## config.mk

```make
export PLATFORM = sky130hd
export DESIGN_NAME = adder_chain_sequencer_flat
export DESIGN_NICKNAME = d
export VERILOG_FILES = /design/src/rtl/adder_chain_sequencer_if.sv /design/src/rtl/adder_chain_sequencer.sv /design/src/flat_wrapper.sv
export SDC_FILE = /design/constraint.sdc
export NUM_CORES = 1
export LEC_CHECK = 0
export ABC_AREA = 1
export CAP_MARGIN = 20
export CORE_MARGIN = 2
export CORE_UTILIZATION = 52
export DETAILED_ROUTE_END_ITERATION = 10
export GPL_TIMING_DRIVEN = 0
export PLACE_DENSITY = 0.84
export SLEW_MARGIN = 25
export SYNTH_ARGS = -nofsm -noshare
export SYNTH_HDL_FRONTEND = slang
export SYNTH_SLANG_ARGS = --single-unit
export TNS_END_PERCENT = 50
```

## constraint.sdc

```tcl
create_clock -name clk -period 3.6 [get_ports clk]
set_input_delay 0.36 -clock clk [delete_from_list [all_inputs] [get_ports clk]]
set_output_delay 0.36 -clock clk [all_outputs]
set_load 0.02 [all_outputs]
```

## src/rtl/adder_chain_sequencer_if.sv

```systemverilog
// Byte-stream bundle for adder_chain_sequencer: operand input stream and result output stream.
// slave is the sequencer side, master is the producer/consumer side.
interface adder_chain_sequencer_if;
  logic [7:0] in_data;
  logic       in_valid;
  logic       in_ready;
  logic [7:0] out_data;
  logic       out_valid;
  logic       out_ready;
  logic       out_last;

  modport slave (
    input  in_data,
    input  in_valid,
    output in_ready,
    output out_data,
    output out_valid,
    output out_last,
    input  out_ready
  );

  modport master (
    output in_data,
    output in_valid,
    input  in_ready,
    input  out_data,
    input  out_valid,
    input  out_last,
    output out_ready
  );
endinterface

```

## src/rtl/adder_chain_sequencer.sv

```systemverilog
// Sequences a shared external 8-bit adder to perform an NBYTES-wide add one byte lane at a
// time, little-endian, chaining carry between lanes. Results are buffered and streamed out,
// followed by one carry byte flagged with out_last.
// Optional feature: define ADDER_SUB_MODE_EN to add the sub port (A-B, carry byte = no-borrow).
module adder_chain_sequencer #(
  parameter int unsigned NBYTES = 2
) (
  input  logic                    clk,
  input  logic                    rst_n,
  input  logic                    ena,
`ifdef ADDER_SUB_MODE_EN
  input  logic                    sub,
`endif
  adder_chain_sequencer_if.slave  bus,
  output logic                    busy,
  output logic [7:0]              add_a,
  output logic [7:0]              add_b,
  output logic                    add_cin,
  input  logic [7:0]              add_sum,
  input  logic                    add_cout
);

  localparam int unsigned IdxW = $clog2(NBYTES + 1);
  localparam logic [IdxW-1:0] LastIdx = IdxW'(NBYTES - 1);

  typedef enum logic [2:0] {StLoadA, StLoadB, StAdd, StEmit, StEmitC} state_e;

  state_e            state_q, state_d;
  logic [IdxW-1:0]   idx_q, idx_d;
  logic [IdxW-1:0]   oidx_q, oidx_d;
  logic [7:0]        a_q, a_d;
  logic [7:0]        b_q, b_d;
  logic              carry_q, carry_d;
  logic              sub_q, sub_d;
  logic [7:0]        result_q [NBYTES];
  logic [7:0]        result_d [NBYTES];
  // Low until the first clock after reset release so in_ready stays low through reset.
  logic              live_q;
  logic              sub_in;
  logic              in_fire, out_fire;

`ifdef ADDER_SUB_MODE_EN
  assign sub_in = sub;
`else
  assign sub_in = 1'b0;
`endif

  // Handshake and adder-facing outputs, decoded from registered state only.
  always_comb begin
    bus.in_ready  = live_q && ena && (state_q == StLoadA || state_q == StLoadB);
    bus.out_valid = ena && (state_q == StEmit || state_q == StEmitC);
    bus.out_last  = (state_q == StEmitC);
    bus.out_data  = 8'h00;
    if (state_q == StEmit) begin
      for (int i = 0; i < NBYTES; i++) begin
        if (oidx_q == IdxW'(i)) bus.out_data = result_q[i];
      end
    end else if (state_q == StEmitC) begin
      bus.out_data = {7'b0, carry_q};
    end
    busy    = !(state_q == StLoadA && idx_q == '0);
    add_a   = a_q;
    add_b   = sub_q ? ~b_q : b_q;
    add_cin = carry_q;
    in_fire  = bus.in_valid && bus.in_ready;
    out_fire = bus.out_valid && bus.out_ready;
  end

  // Next-state logic; everything holds when ena is low.
  always_comb begin
    state_d  = state_q;
    idx_d    = idx_q;
    oidx_d   = oidx_q;
    a_d      = a_q;
    b_d      = b_q;
    carry_d  = carry_q;
    sub_d    = sub_q;
    result_d = result_q;
    unique case (state_q)
      StLoadA: begin
        if (in_fire) begin
          a_d     = bus.in_data;
          state_d = StLoadB;
          // Lane 0 seeds the carry: 1 for subtract (two's complement), else 0.
          if (idx_q == '0) begin
            sub_d   = sub_in;
            carry_d = sub_in;
          end
        end
      end
      StLoadB: begin
        if (in_fire) begin
          b_d     = bus.in_data;
          state_d = StAdd;
        end
      end
      StAdd: begin
        if (ena) begin
          for (int i = 0; i < NBYTES; i++) begin
            if (idx_q == IdxW'(i)) result_d[i] = add_sum;
          end
          carry_d = add_cout;
          if (idx_q == LastIdx) begin
            oidx_d  = '0;
            state_d = StEmit;
          end else begin
            idx_d   = idx_q + 1'b1;
            state_d = StLoadA;
          end
        end
      end
      StEmit: begin
        if (out_fire) begin
          if (oidx_q == LastIdx) state_d = StEmitC;
          else                   oidx_d  = oidx_q + 1'b1;
        end
      end
      StEmitC: begin
        if (out_fire) begin
          idx_d   = '0;
          carry_d = 1'b0;
          sub_d   = 1'b0;
          state_d = StLoadA;
        end
      end
      default: state_d = StLoadA;
    endcase
  end

  // State registers with asynchronous active-low reset.
  always_ff @(posedge clk or negedge rst_n) begin
    if (!rst_n) begin
      state_q <= StLoadA;
      idx_q   <= '0;
      oidx_q  <= '0;
      a_q     <= 8'h00;
      b_q     <= 8'h00;
      carry_q <= 1'b0;
      sub_q   <= 1'b0;
      live_q  <= 1'b0;
      for (int i = 0; i < NBYTES; i++) result_q[i] <= 8'h00;
    end else begin
      state_q  <= state_d;
      idx_q    <= idx_d;
      oidx_q   <= oidx_d;
      a_q      <= a_d;
      b_q      <= b_d;
      carry_q  <= carry_d;
      sub_q    <= sub_d;
      live_q   <= 1'b1;
      result_q <= result_d;
    end
  end

endmodule

```

## src/flat_wrapper.sv

```systemverilog
// flat-port wrapper written by rule: the top's interface ports become plain ports
module adder_chain_sequencer_flat 
#(
  parameter int unsigned NBYTES = 2
)
  (clk, rst_n, ena, busy, add_a, add_b, add_cin, add_sum, add_cout, bus_in_data, bus_in_valid, bus_in_ready, bus_out_data, bus_out_valid, bus_out_last, bus_out_ready);
  adder_chain_sequencer_if bus_i ();
  input  logic clk;
  input  logic rst_n;
  input  logic ena;
  output logic busy;
  output logic [7:0] add_a;
  output logic [7:0] add_b;
  output logic add_cin;
  input  logic [7:0] add_sum;
  input  logic add_cout;
  input wire logic [$bits(bus_i.in_data)-1:0] bus_in_data;
  input wire logic [$bits(bus_i.in_valid)-1:0] bus_in_valid;
  output wire logic [$bits(bus_i.in_ready)-1:0] bus_in_ready;
  output wire logic [$bits(bus_i.out_data)-1:0] bus_out_data;
  output wire logic [$bits(bus_i.out_valid)-1:0] bus_out_valid;
  output wire logic [$bits(bus_i.out_last)-1:0] bus_out_last;
  input wire logic [$bits(bus_i.out_ready)-1:0] bus_out_ready;
  assign bus_i.in_data = bus_in_data;
  assign bus_i.in_valid = bus_in_valid;
  assign bus_in_ready = bus_i.in_ready;
  assign bus_out_data = bus_i.out_data;
  assign bus_out_valid = bus_i.out_valid;
  assign bus_out_last = bus_i.out_last;
  assign bus_i.out_ready = bus_out_ready;
  adder_chain_sequencer #(.NBYTES(NBYTES)) u_core (.clk(clk), .rst_n(rst_n), .ena(ena), .bus(bus_i), .busy(busy), .add_a(add_a), .add_b(add_b), .add_cin(add_cin), .add_sum(add_sum), .add_cout(add_cout));
endmodule
```

Yosys cells after proc, flatten, opt, wreduce, memory -nomap -nowiden
Index checks and enable logic that the tools add are counted.
{"block": "word_totals", "ff_bits": 42, "in_bits": 22, "output_inout_bits": 29, "wordCells": 82}
{"block": "op_classes", "addsub": 2, "eq_ne": 16, "mux": 28, "bitwise": 1, "reduce_logical": 25}
{"op": "8-bit 2-to-1 mux", "n": 4}
{"op": "3-bit 2-to-1 mux", "n": 6}
{"op": "2-bit 2-to-1 mux", "n": 8}
{"op": "3-bit one-hot mux with 5 select lines", "n": 1}
{"op": "2-bit by 1-bit inequality test with 1-bit output (second input constant)", "n": 5}
{"op": "2-bit inequality test (second input constant)", "n": 5}
{"op": "5-bit AND reduction", "n": 2}
{"op": "8-bit NOT", "n": 1}
{"op": "2-bit one-hot mux with 2 select lines", "n": 2}
{"op": "4-bit AND reduction", "n": 2}
{"op": "3-bit by 2-bit == test with 1-bit output (second input constant)", "n": 2}
{"op": "1-bit logical AND", "n": 6}
{"op": "3-bit AND reduction", "n": 2}
{"op": "6-bit AND reduction", "n": 1}
{"op": "2-bit nonzero test", "n": 3}
{"op": "1-bit 2-to-1 mux", "n": 5}
{"op": "2-bit by 1-bit adder with 2-bit output (second input constant)", "n": 2}
{"op": "2-bit by 1-bit == test with 1-bit output (second input constant)", "n": 2}
{"op": "2-bit zero test", "n": 2}
{"op": "2-bit AND reduction", "n": 2}
{"op": "3-bit by 1-bit == test with 1-bit output (second input constant)", "n": 1}
{"op": "3-bit == test (second input constant)", "n": 1}
{"op": "3-bit zero test", "n": 1}
{"op": "1-bit one-hot mux with 3 select lines", "n": 1}
{"op": "other kinds (4)", "n": 5}

Logic depth before layout (Yosys ltp)
{"block": "logic_depth", "depth_word": 6, "ltp_mapped": 10, "ltp_nobuf": 9}

Worst setup path before layout
OpenSTA, ideal clock, no wires.
{"block": "synth_timing", "path_type": "flip-flop to output port", "startpoint": "reg u_core.oidx_q[0]", "endpoint": "out bus_out_data[1]", "arrival_ps": 1268, "required_ps": 3240, "setup_slack_ps": 1972, "stages_incl_launch_ff": 6, "n_path_buf": 1, "path_cell_list": "dfrtp_1 ha_1 buf_2 clkinv_1 nand3_1 a21oi_1"}
{"block": "synth_between", "elab_chain_cells": 4, "elab_cells_between_ends": 5, "classes_between": "eq/ne (1); mux (3); reduce/logical (1)"}
{"item": "start: declaration", "line_no": "adder_chain_sequencer.sv:30", "rtl": "logic [IdxW-1:0] oidx_q, oidx_d;"}
{"item": "start signal: assignment", "line_no": "adder_chain_sequencer.sv:145", "rtl": "oidx_q <= oidx_d;"}
{"item": "2-bit zero test", "line_no": "adder_chain_sequencer.sv:56", "rtl": "if (oidx_q == IdxW'(i)) bus.out_data = result_q[i];"}
{"item": "8-bit 2-to-1 mux", "line_no": "adder_chain_sequencer.sv:56"}
{"item": "8-bit 2-to-1 mux (*)", "line_no": "adder_chain_sequencer.sv:56"}
{"item": "8-bit 2-to-1 mux (*)", "line_no": "adder_chain_sequencer.sv:54", "rtl": "if (state_q == StEmit) begin"}
{"item": "end: declaration", "line_no": "flat_wrapper.sv:20", "rtl": "output wire logic [$bits(bus_i.out_data)-1:0] bus_out_data;"}
Every way passes the cells marked *; elsewhere a longest branch is shown, timed or not.

Worst setup path after layout
{"block": "layout_timing", "startpoint": "reg u_core.oidx_q[1]", "endpoint": "out bus_out_data[0]"}
The elaborated chain is that of the path after synthesis.

==> impl_metrics.tcl <==
set metrics [dict create \
    finalNetCount 340 \
    drt_wl_total_mm 4.74 \
    post_drt_wl_per_cell_um 13.1 \
    final_common_cell "nand2_1" \
    dieArea_mm2 0.00439 \
    clk_path_buf_depth 2 \
    cp_max_fo 9 \
    ir_worst_vdd_uv 549 \
    tns_ns 0 \
    grt_pass1_wl_mm 8.14 \
    n_antenna_cell 0 \
    worstPathRequired_ns 3.24 \
    path_class "reg -> out" \
    cts_tree "built" \
    overflow 0 \
    drc 0 \
    clkTransAtPathRegs_ns 0.08 \
    leakagePower_nw 1.30 \
    viasPerCell 5.10 \
    fp.dieH_um 66.2 \
    critPathBufInv 4 \
    maxCapViolCount 0 \
    hold_class "reg -> reg" \
    port_buffers 50 \
    fin_worst_skew_ns 0.00597 \
    antenna_found_initial 0 \
    gp_congestion 0.838 \
    rows 22 \
    core_area_mm2 0.00369 \
    final_area_mm2 0.00272 \
    power_density_mw_per_mm2 824 \
    pin_count 51 \
    dr_total_vias 1853 \
    hold_viol 0 \
    nFillCells 304 \
    avgSynthCellArea_um2 7.90 \
    report.final.slew_viol_count 0 \
    worstSetupEndpointType "output pin" \
    mostFrequentLayoutCells "93 x nand2_1, 49 x clkdlybuf4s50_1, 41 x dfrtp_1" \
    clk_latency_ns 0.31 \
    htreeDepth 2 \
    die_x_um 66.2 \
    rsz0062_at_grt "no" \
    numCtsBuffers 5 \
    grt_max_degree 26 \
    cts_sinks 41 \
    cp.arrival_ns 2.20 \
    place_hpwl_mm 3.44 \
    ff_latch_area_mm2 0.00103 \
    drive_above_1_share_pct 8.57 \
    synth_fp_nets 281 \
    crit_path_max_incr_delay_ns 0.55 \
    root_buffer "clkbuf_8" \
    synthesis.area_mm2 0.00201 \
    ant_nets 0 \
    multi_input_area_um2 850 \
    max_freq_mhz 390 \
    ys_warn_count 0 \
    grt_pass1_vias 1801 \
    status "finished, final reports clean" \
    synth_cells 255 \
    dr.pass1.iters 4 \
    start_util_pct 54.6 \
    grt_usage_pct 25.0 \
    place_area_mm2 0.00260 \
    finalSetupViolCount 0 \
    drt_iter0_markers 174 \
    cp_top_family "buffers and inverters" \
    synth.distinct_cells 23 \
    post-route-period-util_pct 71.2 \
    path_cells "inv_1 > ha_1 > buf_2 > clkinv_1 > nand4_1 > nand3_1 > clkdlybuf4s50_1" \
    start_kind "flip-flop" \
    cp_slowest_cell "clkdlybuf4s50_1" \
    syn2layout_area_growth_pct 35.0 \
    cts_resized 0 \
    yosys_register_bits 41 \
    period_needed_ns 2.56 \
    ys_seq_area_share_pct 50.9 \
]
==> cell type report <==
class / count / share of cell area, %
tap: 48 / 2.21
clock inverter: 2 / 1.43
sequential: 41 / 37.7
buffer: 8 / 1.52
multi-input combinational: 180 / 31.2
clock buffer: 6 / 2.67
timing repair buffer: 52 / 19.6
inverter: 26 / 3.59
==> repair_timing <==
action	4_1_cts	5_1_grt
buffers inserted	0	0
hold endpoints to repair	7	0
hold buffers	1	0
==> per-layer routing <==
layer | vias to the layer above | share of wire, % | global-route usage, %
met2 | 39 | 50 | 38.9
met5 | - | 0 | 0
met1 | 873 | 45 | 33.7
met3 | 6 | 4.2 | 6.64
met4 | 0 | 1.3 | 8.42
li1 | 935 | - | -
==> final timing paths <==
| check | start | endpoint | slack, ns | cells after the start |
|---|---|---|---|---|
| max | u_core.oidx_q[1] | bus_out_data[0] | 1.04 | 7 |
| min | u_core.b_q[7] | u_core.b_q[7] | 0.48 | 2 |
| max reg2reg | u_core.oidx_q[1] | u_core.state_q[0] | 1.83 | 10 |
| min reg2reg | u_core.b_q[7] | u_core.b_q[7] | 0.48 | 2 |
| max in group asynchronous | rst_n | u_core.b_q[0] | 2.61 | 3 |
| min in group asynchronous | rst_n | u_core.b_q[3] | 0.53 | 2 |
==> report_power, final <==
part	total, mW	switching, mW	leakage [nW]	internal [mW]
combinational	1.08	0.629	0.727	0.448
clock	0.378	0.170	0.0554	0.208
sequential	0.786	0.113	0.519	0.673
==> cells in the mapped netlist (all sizes together) <==
cell type / instances / share of area [%]
nand3b: 1 / 0.37
a21oi: 9 / 2.2
clkinv: 1 / 0.19
nand2: 94 / 18
inv: 25 / 4.7
conb: 1 / 0.19
o31ai: 1 / 0.37
nand4: 5 / 1.6
nand3: 17 / 5.2
ha: 4 / 2.5
buf: 6 / 1.7
o21ai: 37 / 9.2
clkbuf: 2 / 0.37
dfrtp: 41 / 51
nor2: 11 / 2.9
==> cell families after synthesis <==
group	after synthesis	synth area share, %
flip-flops	41	50.9
adder cells (fa/ha/maj)	4	2.48
other	1	0.186
buffers and inverters	34	6.89
AND/OR/NAND/NOR	128	27.7
AO/OA/AOI/OAI	47	11.8
==> worst reg2reg max path, cell delays in order (launching register included) <==
cell and delay, ns:
dfrtp_1 0.39, inv_1 0.09, ha_1 0.14, buf_2 0.20, clkinv_1 0.28, nand2_1 0.17
nand2_1 0.08, inv_1 0.10, nand3_1 0.10, nand2_1 0.07, nand2_1 0.05
==> registers in the layout (all words and copies together), names as in the netlist <==
register,cells
u_core.idx_q,2
u_core.state_q,3
u_core.result_q,16
u_core.live_q,1
u_core.add_cin,1
u_core.oidx_q,2
u_core.b_q,8
u_core.add_a,8
==> metrics by stage <==
step | utilization [%] | setup slack, ns | instances | hold WS, ns | total power [mW]
after floorplan | - | 1.97 | 255 | 0.0644 | 1.44
after global placement | 69.8 | 1.15 | 353 | 0.462 | 1.83
after detailed placement | 70.4 | 1.35 | 354 | 0.329 | 1.87
after CTS | 73.7 | 1.03 | 363 | 0.489 | 2.25
after global routing | 73.7 | 0.860 | 363 | 0.508 | 2.41
final | 73.7 | 1.04 | 363 | 0.485 | 2.24
No activity file was read; power rests on OpenSTA's default activity.
